File: src/rtl/router_fsm.sv
// router_fsm: ingress packet sequencer; clock/reset, source handshake, FIFO status in; register-block strobes, write enable, busy out
module router_fsm (
  input  logic       clock,
  input  logic       reset,
  input  logic       pkt_valid,
  input  logic [1:0] data_in,
  input  logic       fifo_full,
  input  logic       fifo_empty_0,
  input  logic       fifo_empty_1,
  input  logic       fifo_empty_2,
  input  logic       soft_reset_0,
  input  logic       soft_reset_1,
  input  logic       soft_reset_2,
  input  logic       parity_done,
  input  logic       low_pkt_valid,
  output logic       write_enb_reg,
  output logic       detect_add,
  output logic       lfd_state,
  output logic       ld_state,
  output logic       laf_state,
  output logic       full_state,
  output logic       rst_int_reg,
  output logic       busy
);
  typedef enum logic [2:0] {DA, LFD, LD, WTE, FFS, LAF, LP, CPE} state_t;
  state_t state, next;
  logic [1:0] addr_q;
  logic [3:0] empty_v, soft_v;
  logic       sel_empty, soft_hit, hdr_ok;
  assign empty_v   = {1'b0, fifo_empty_2, fifo_empty_1, fifo_empty_0};
  assign soft_v    = {1'b0, soft_reset_2, soft_reset_1, soft_reset_0};
  assign sel_empty = empty_v[state == DA ? data_in : addr_q];
  assign soft_hit  = soft_v[addr_q] && state != DA;
  assign hdr_ok    = pkt_valid && data_in != 2'b11;
  always_ff @(posedge clock) begin
    if (reset) begin
      state  <= DA;
      addr_q <= 2'b00;
    end else begin
      state <= next;
      if (state == DA && hdr_ok) addr_q <= data_in;
    end
  end
  always_comb begin
    next = DA;
    case (state)
      DA:      next = hdr_ok ? (sel_empty ? LFD : WTE) : DA;
      WTE:     next = sel_empty ? LFD : WTE;
      LFD:     next = LD;
      LD:      next = fifo_full ? FFS : (!pkt_valid ? LP : LD);
      FFS:     next = fifo_full ? FFS : LAF;
      LAF:     next = parity_done ? DA : (low_pkt_valid ? LP : LD);
      LP:      next = CPE;
      CPE:     next = fifo_full ? FFS : DA;
      default: next = DA;
    endcase
    if (soft_hit) next = DA;
  end
  assign detect_add    = state == DA;
  assign lfd_state     = state == LFD;
  assign ld_state      = state == LD;
  assign laf_state     = state == LAF;
  assign full_state    = state == FFS;
  assign rst_int_reg   = state == CPE;
  assign write_enb_reg = state inside {LFD, LD, LAF, LP};
  assign busy          = !(state inside {DA, LD});
endmodule

File: config.mk
export PLATFORM = sky130hd
export DESIGN_NAME = router_fsm
export DESIGN_NICKNAME = d
export VERILOG_FILES = /design/src/rtl/router_fsm.sv
export SDC_FILE = /design/constraint.sdc
export NUM_CORES = 1
export LEC_CHECK = 0
export ABC_CLOCK_PERIOD_IN_PS = 1550
export CAP_MARGIN = 0
export CORE_AREA = 2 2 39 41
export CTS_CLUSTER_SIZE = 30
export DETAILED_ROUTE_END_ITERATION = 8
export DIE_AREA = 0 0 41 43
export GPL_ROUTABILITY_DRIVEN = 0
export PLACE_DENSITY = 0.68
export SETUP_SLACK_MARGIN = 0.4
export SYNTH_ARGS = -nofsm -noshare
export SYNTH_HDL_FRONTEND = slang
export SYNTH_SLANG_ARGS = --single-unit
File: constraint.sdc
create_clock -name clock -period 1.55 [get_ports clock]
set_clock_uncertainty 0.1 [all_clocks]
set_input_delay 0.465 -clock clock [delete_from_list [all_inputs] [get_ports clock]]
set_output_delay 0.465 -clock clock [all_outputs]
set_load 0.005 [all_outputs]
* Word-level counts from Yosys, hierarchy flattened
Index checks and enable logic that the tools add are counted.
** Storage, ports and cells
- Output and inout bits :: 8
- Bits in registers :: 5
- Word-level logic and storage cells :: 35
** Cells by class
- Mux-type cells :: 14
- Equality and inequality tests :: 8
- Reductions and logical operators :: 9
- Magnitude comparators :: 2
** Operator list (number)
- one-hot mux 3 bit (8 select lines) :: 1
- two-way mux 3 bit :: 6
- == test 3 bit, second input constant :: 4
- == test 3 x 2 -> 1 bit, second input constant :: 2
- less-than comparator 2 x 3 -> 1 bit, second input constant :: 2
- binary-select mux 1 bit (select 2 bit) :: 2
- two-way mux 2 bit :: 2
- nonzero test 4 bit :: 1
- == test 3 x 1 -> 1 bit, second input constant :: 1
- logical AND 1 bit :: 3
- logical NOT 3 bit :: 1
- two-way mux 1 bit :: 3
- nonzero test 3 bit :: 1
- inequality test 2 bit, second input constant :: 1
- nonzero test 2 bit :: 1
- OR reduction 2 bit :: 1
- logical NOT 1 bit :: 1

* Depth between registers and ports, before layout
Gate-level depths: netlist of the first run.
- Word-level depth :: 7
- Mapped depth :: 5
- Gate-level depth less buffers :: 4

* Worst setup path before layout of the first run
Ideal clock, no wire load.
- Path type :: register -> output
- Start point :: register state[0]
- End point :: output port ld_state
- Buffers on the path :: 1
- Data required time :: 0.985 ns
- Arrival time :: 0.971 ns
- Path slack :: 0.014 ns
- Cell stages (with the launch flop) :: 4
- Cell sequence :: dfxtp_1 > clkbuf_1 > or2_2 > nor2_1
** Between the ends
- Cells in the longest elaborated chain, start to end :: 1
** RTL lines
- from (decl) :: RTL line 26 : state_t state, next;
- from (signal assigned) :: RTL line 40 : state <= next;
- == test 3 x 2 -> 1 bit :: RTL line 61 : assign ld_state = state == LD;
- to (decl) :: RTL line 19 : output logic ld_state,
No other way between the ends.

* Final worst setup path of the first run
- Start point :: register state[0]
- End point :: register addr_q[0]
** Between the ends
- Cells in the longest elaborated chain, start to end :: 2
** RTL lines
- logical NOT 3 bit :: RTL line 41 : if (state == DA && hdr_ok) addr_q <= data_in;
- logical AND 1 bit :: RTL line 41
- to (signal assigned) :: RTL line 41
- to (decl) :: RTL line 27 : logic [1:0] addr_q;
No other way between the ends.
A chain may end at the register's enable or synchronous reset.

==> results of run 1 <==
-- worst min path at each step --
stage          startpoint   endpoint  slack [ns]  depth (start not counted)
3_5_place_dp    addr_q[1]  addr_q[1]        0.43                          2
4_1_cts         addr_q[1]  addr_q[1]        0.44                          2
5_1_grt         addr_q[1]  addr_q[1]        0.48                          2
2_1_floorplan   addr_q[1]  addr_q[1]        0.39                          2
6_report        addr_q[1]  addr_q[1]        0.42                          2
3_3_place_gp    addr_q[1]  addr_q[1]        0.42                          2
-- Yosys cell counts, drive strengths merged --
library cell	n	area [um2]
nand3b	1	7.51
a211o	1	8.76
and3	1	6.26
nor4bb	1	10.0
nand2	5	18.8
nand4b	1	8.76
a21oi	4	20.0
inv	3	11.3
a31o	1	8.76
o21a	1	7.51
xor2	1	8.76
or2	1	6.26
nor3	4	25.0
mux2i	2	20.0
buf	1	5.00
or4b	2	27.5
nor2	10	37.5
o31ai	1	7.51
a21boi	1	7.51
nand2b	2	12.5
o21ai	1	5.00
o22ai	2	12.5
nand3	2	10.0
dfxtp	5	100
o211ai	1	7.51
a31oi	1	6.26
clkbuf	2	7.51
-- critical path, cell delays in order (launching register included) --
cell                      delay [ns]
sky130_fd_sc_hd__dfxtp_4        0.34
sky130_fd_sc_hd__buf_6          0.11
sky130_fd_sc_hd__buf_6          0.11
sky130_fd_sc_hd__buf_6          0.11
sky130_fd_sc_hd__or4b_4         0.57
sky130_fd_sc_hd__nor2_4         0.13
sky130_fd_sc_hd__nor2_1         0.05
sky130_fd_sc_hd__nor3_1         0.16
-- timing repair --
item	4_1_cts	5_1_grt
setup buffers	13	6
setup endpoints to repair	13	13
resized for setup	62	19
hold buffers	0	0
pin swaps	13	12
-- final cells by class --
| type | instances | area (um2) |
|---|---|---|
| tap | 16 | 20.0 |
| multi-input combinational | 47 | 412 |
| fill | 107 | 342 |
| sequential | 5 | 111 |
| inverter | 3 | 13.8 |
| clock buffer | 4 | 26.3 |
| timing repair buffer | 52 | 459 |
-- metal layers --
| layer | routed length (um) | vias to the layer above | global-route usage, % |
|---|---|---|---|
| li1 | - | 316 | - |
| met1 | 607 | 297 | 21.6 |
| met2 | 817 | 23 | 30.6 |
| met3 | 96 | 2 | 3.14 |
| met4 | 22 | 0 | 8.00 |
| met5 | 0 | - | 0 |
-- per-stage QoR --
stage,cells,worst slack (ns)
final,127,-0.216
after global routing,127,-0.267
after CTS,121,-0.243
after detailed placement,104,-0.514
after global placement,104,-0.485
after floorplan,58,0.0702
-- registers in the layout (all words and copies together) (netlist names) --
signal and flops:
addr_q 2, state 3
-- logic make-up (layout without fill, tap and decap cells) --
group           Yosys count  after routing  synth area share [%]
compound gates           14             14                  22.1
xor+xnor                  1              1                  2.12
buf+inv                   6             59                  5.74
flops                     5              5                  24.2
mux                       2              2                  4.83
simple gates             30             30                  41.1
-- cells in the final DEF (no fill, tap or decap), drive strengths merged --
cell / count
a21oi: 4
dlygate4sd2: 5
and3: 1
nor4bb: 1
a31o: 1
a211o: 1
o21ai: 1
clkdlybuf4s50: 8
inv: 3
or2: 1
o22ai: 2
o211ai: 1
nand3: 2
nor3: 4
xor2: 1
dfxtp: 5
nand2: 5
nand2b: 2
o31ai: 1
nand4b: 1
clkbuf: 4
a21boi: 1
o21a: 1
mux2i: 2
nor2: 10
or4b: 2
nand3b: 1
buf: 39
a31oi: 1
-- power by group through the flow --
stage / Clock (W) / Sequential (W) / Combinational, W
3_3_place_gp: 0 / 0.000170 / 0.000266
5_1_grt: 0.000171 / 0.000163 / 0.000484
2_1_floorplan: 0 / 0.000160 / 0.000148
3_5_place_dp: 0 / 0.000171 / 0.000268
4_1_cts: 0.000155 / 0.000158 / 0.000362
6_report: 0.000158 / 0.000161 / 0.000446
==> results.yml, run 1 <==
sta:
  hold_viol_final: 0
  fin_setup_tns_ns: -1.45
  layout_min_cycle_time_ns: 1.77
  finalSetupViolCount: 10
  min_period_over_period_pct: 114
  timing.final.max_slew_violations: 0
  timing.slew.headroom_pct: 78.6
  rsz0062_at_grt: "yes"
  final_critical_path_setup_slack_ns: -0.216
  holdWs_ns: 0.425
  worst-slew-pin-transition_ns: 0.319
  fmax_ghz: 0.566
synth:
  count_of_mapped_cells_out_of_synthesis: 58
  post_synth_instance_area_um2: 414
  synth.lib_cells_used.distinct: 29
  yosys_warnings: 0
  ys_seq_elements: 5
  synth.yosys.seq_area_share_pct: 24.2
  synth.avg_cell_area_um2: 7.14
  synthesis.nets: 72
clock_network:
  cts_made_buffers: 3
  cts_htree_levels: 1
  clk_root_buffer_cell: "sky130_fd_sc_hd__clkbuf_4"
  clock_insertion_delay_worst_skew_ns: 0.25
  clock_path_buffers: 2
  cts.sink_count: 5
  clk_transition_reported_paths_ns: 0.05
  cts_tree: "yes"
pwr:
  clkPwrFrac_pct: 20.6
  peakVddDrop_mv: 0.518
  design_power_total_w: 0.000765
  combPwrFrac_pct: 58.4
  power_density_nw_per_um2: 734
  cellLeakagePower_nw: 0.454
  internal_power_w: 0.000512
  netSwitchingPower_w: 0.000252
  flop_pwr_share_pct: 21.0
  power.share.switching_pct: 33.0
grt:
  grt_pass1_vias: 551
  grt_start_max_net_pins: 8
  antenna_found_initial: 0
  grtUsageTotal_pct: 18.4
  grt_remaining_overflow: 0
  grt_pass1_wl_mm: 2.22
floorplanning:
  initial_core_util_pct: 29.9
  die_width_um: 41
  floorplan.die_area_um2: 1760
  std_cell_rows: 14
  placeable_core_region_um2: 1380
  die_h_um: 43
  boundaryPins: 22
run:
  max-cap-violations: 0
routing:
  routed-via-count: 638
  drt-initial-drc-count: 3
  route.detailed.drc: 0
  wire_per_inst_um: 12.1
  drt_pre_antenna_iters: 4
  vias_per_cell: 5.02
  ant_nets: 0
  wirelength_mm: 1.54
worst_hold_path:
  hold_path_class: "register to register"
cells_and_area:
  final_nets: 126
  layout.cell_area.non_filler_um2: 1040
  n_diodes: 0
  final_core_util_pct: 75.3
  final_layout_size_suffix_gt1_share_pct: 61.3
  synthToLayoutAreaGrowth_pct: 152
worst_setup_path:
  worstSetupStartpointType: "register"
  r2r_end: "addr_q[0]"
  critical_path_peak_fanout: 4
  startpoint_of_the_most_critical_register_to_register_path: "state[0]"
  launching_element_of_the_worst_setup_path: "state[0]"
  register_to_register_setup_slack_ns: -0.22
  rr_worst_depth: 7
  endpoint: "addr_q[0]"
  cp.required_ns: 1.62
  timing_worst_setup_path_type: "register to register"
  endpoint_kind: "register"
  worst-endpoint-arrival_ns: 1.84
outcome:
  run_status: "complete, but fails checks"
  failing_checks: "negative setup slack"
place:
  io_buffer_count: 21
  detailed_place_hpwl_um: 880
  dpl_cell_area_um2: 733
Note: power is estimated with default switching activity, not from simulation.
==> inputs of run 2 (changes only) <==
CAP_MARGIN = 20   (was 0)
==> results of run 2 <==
Final layout, timing and power as in run 1 (identical DEF).
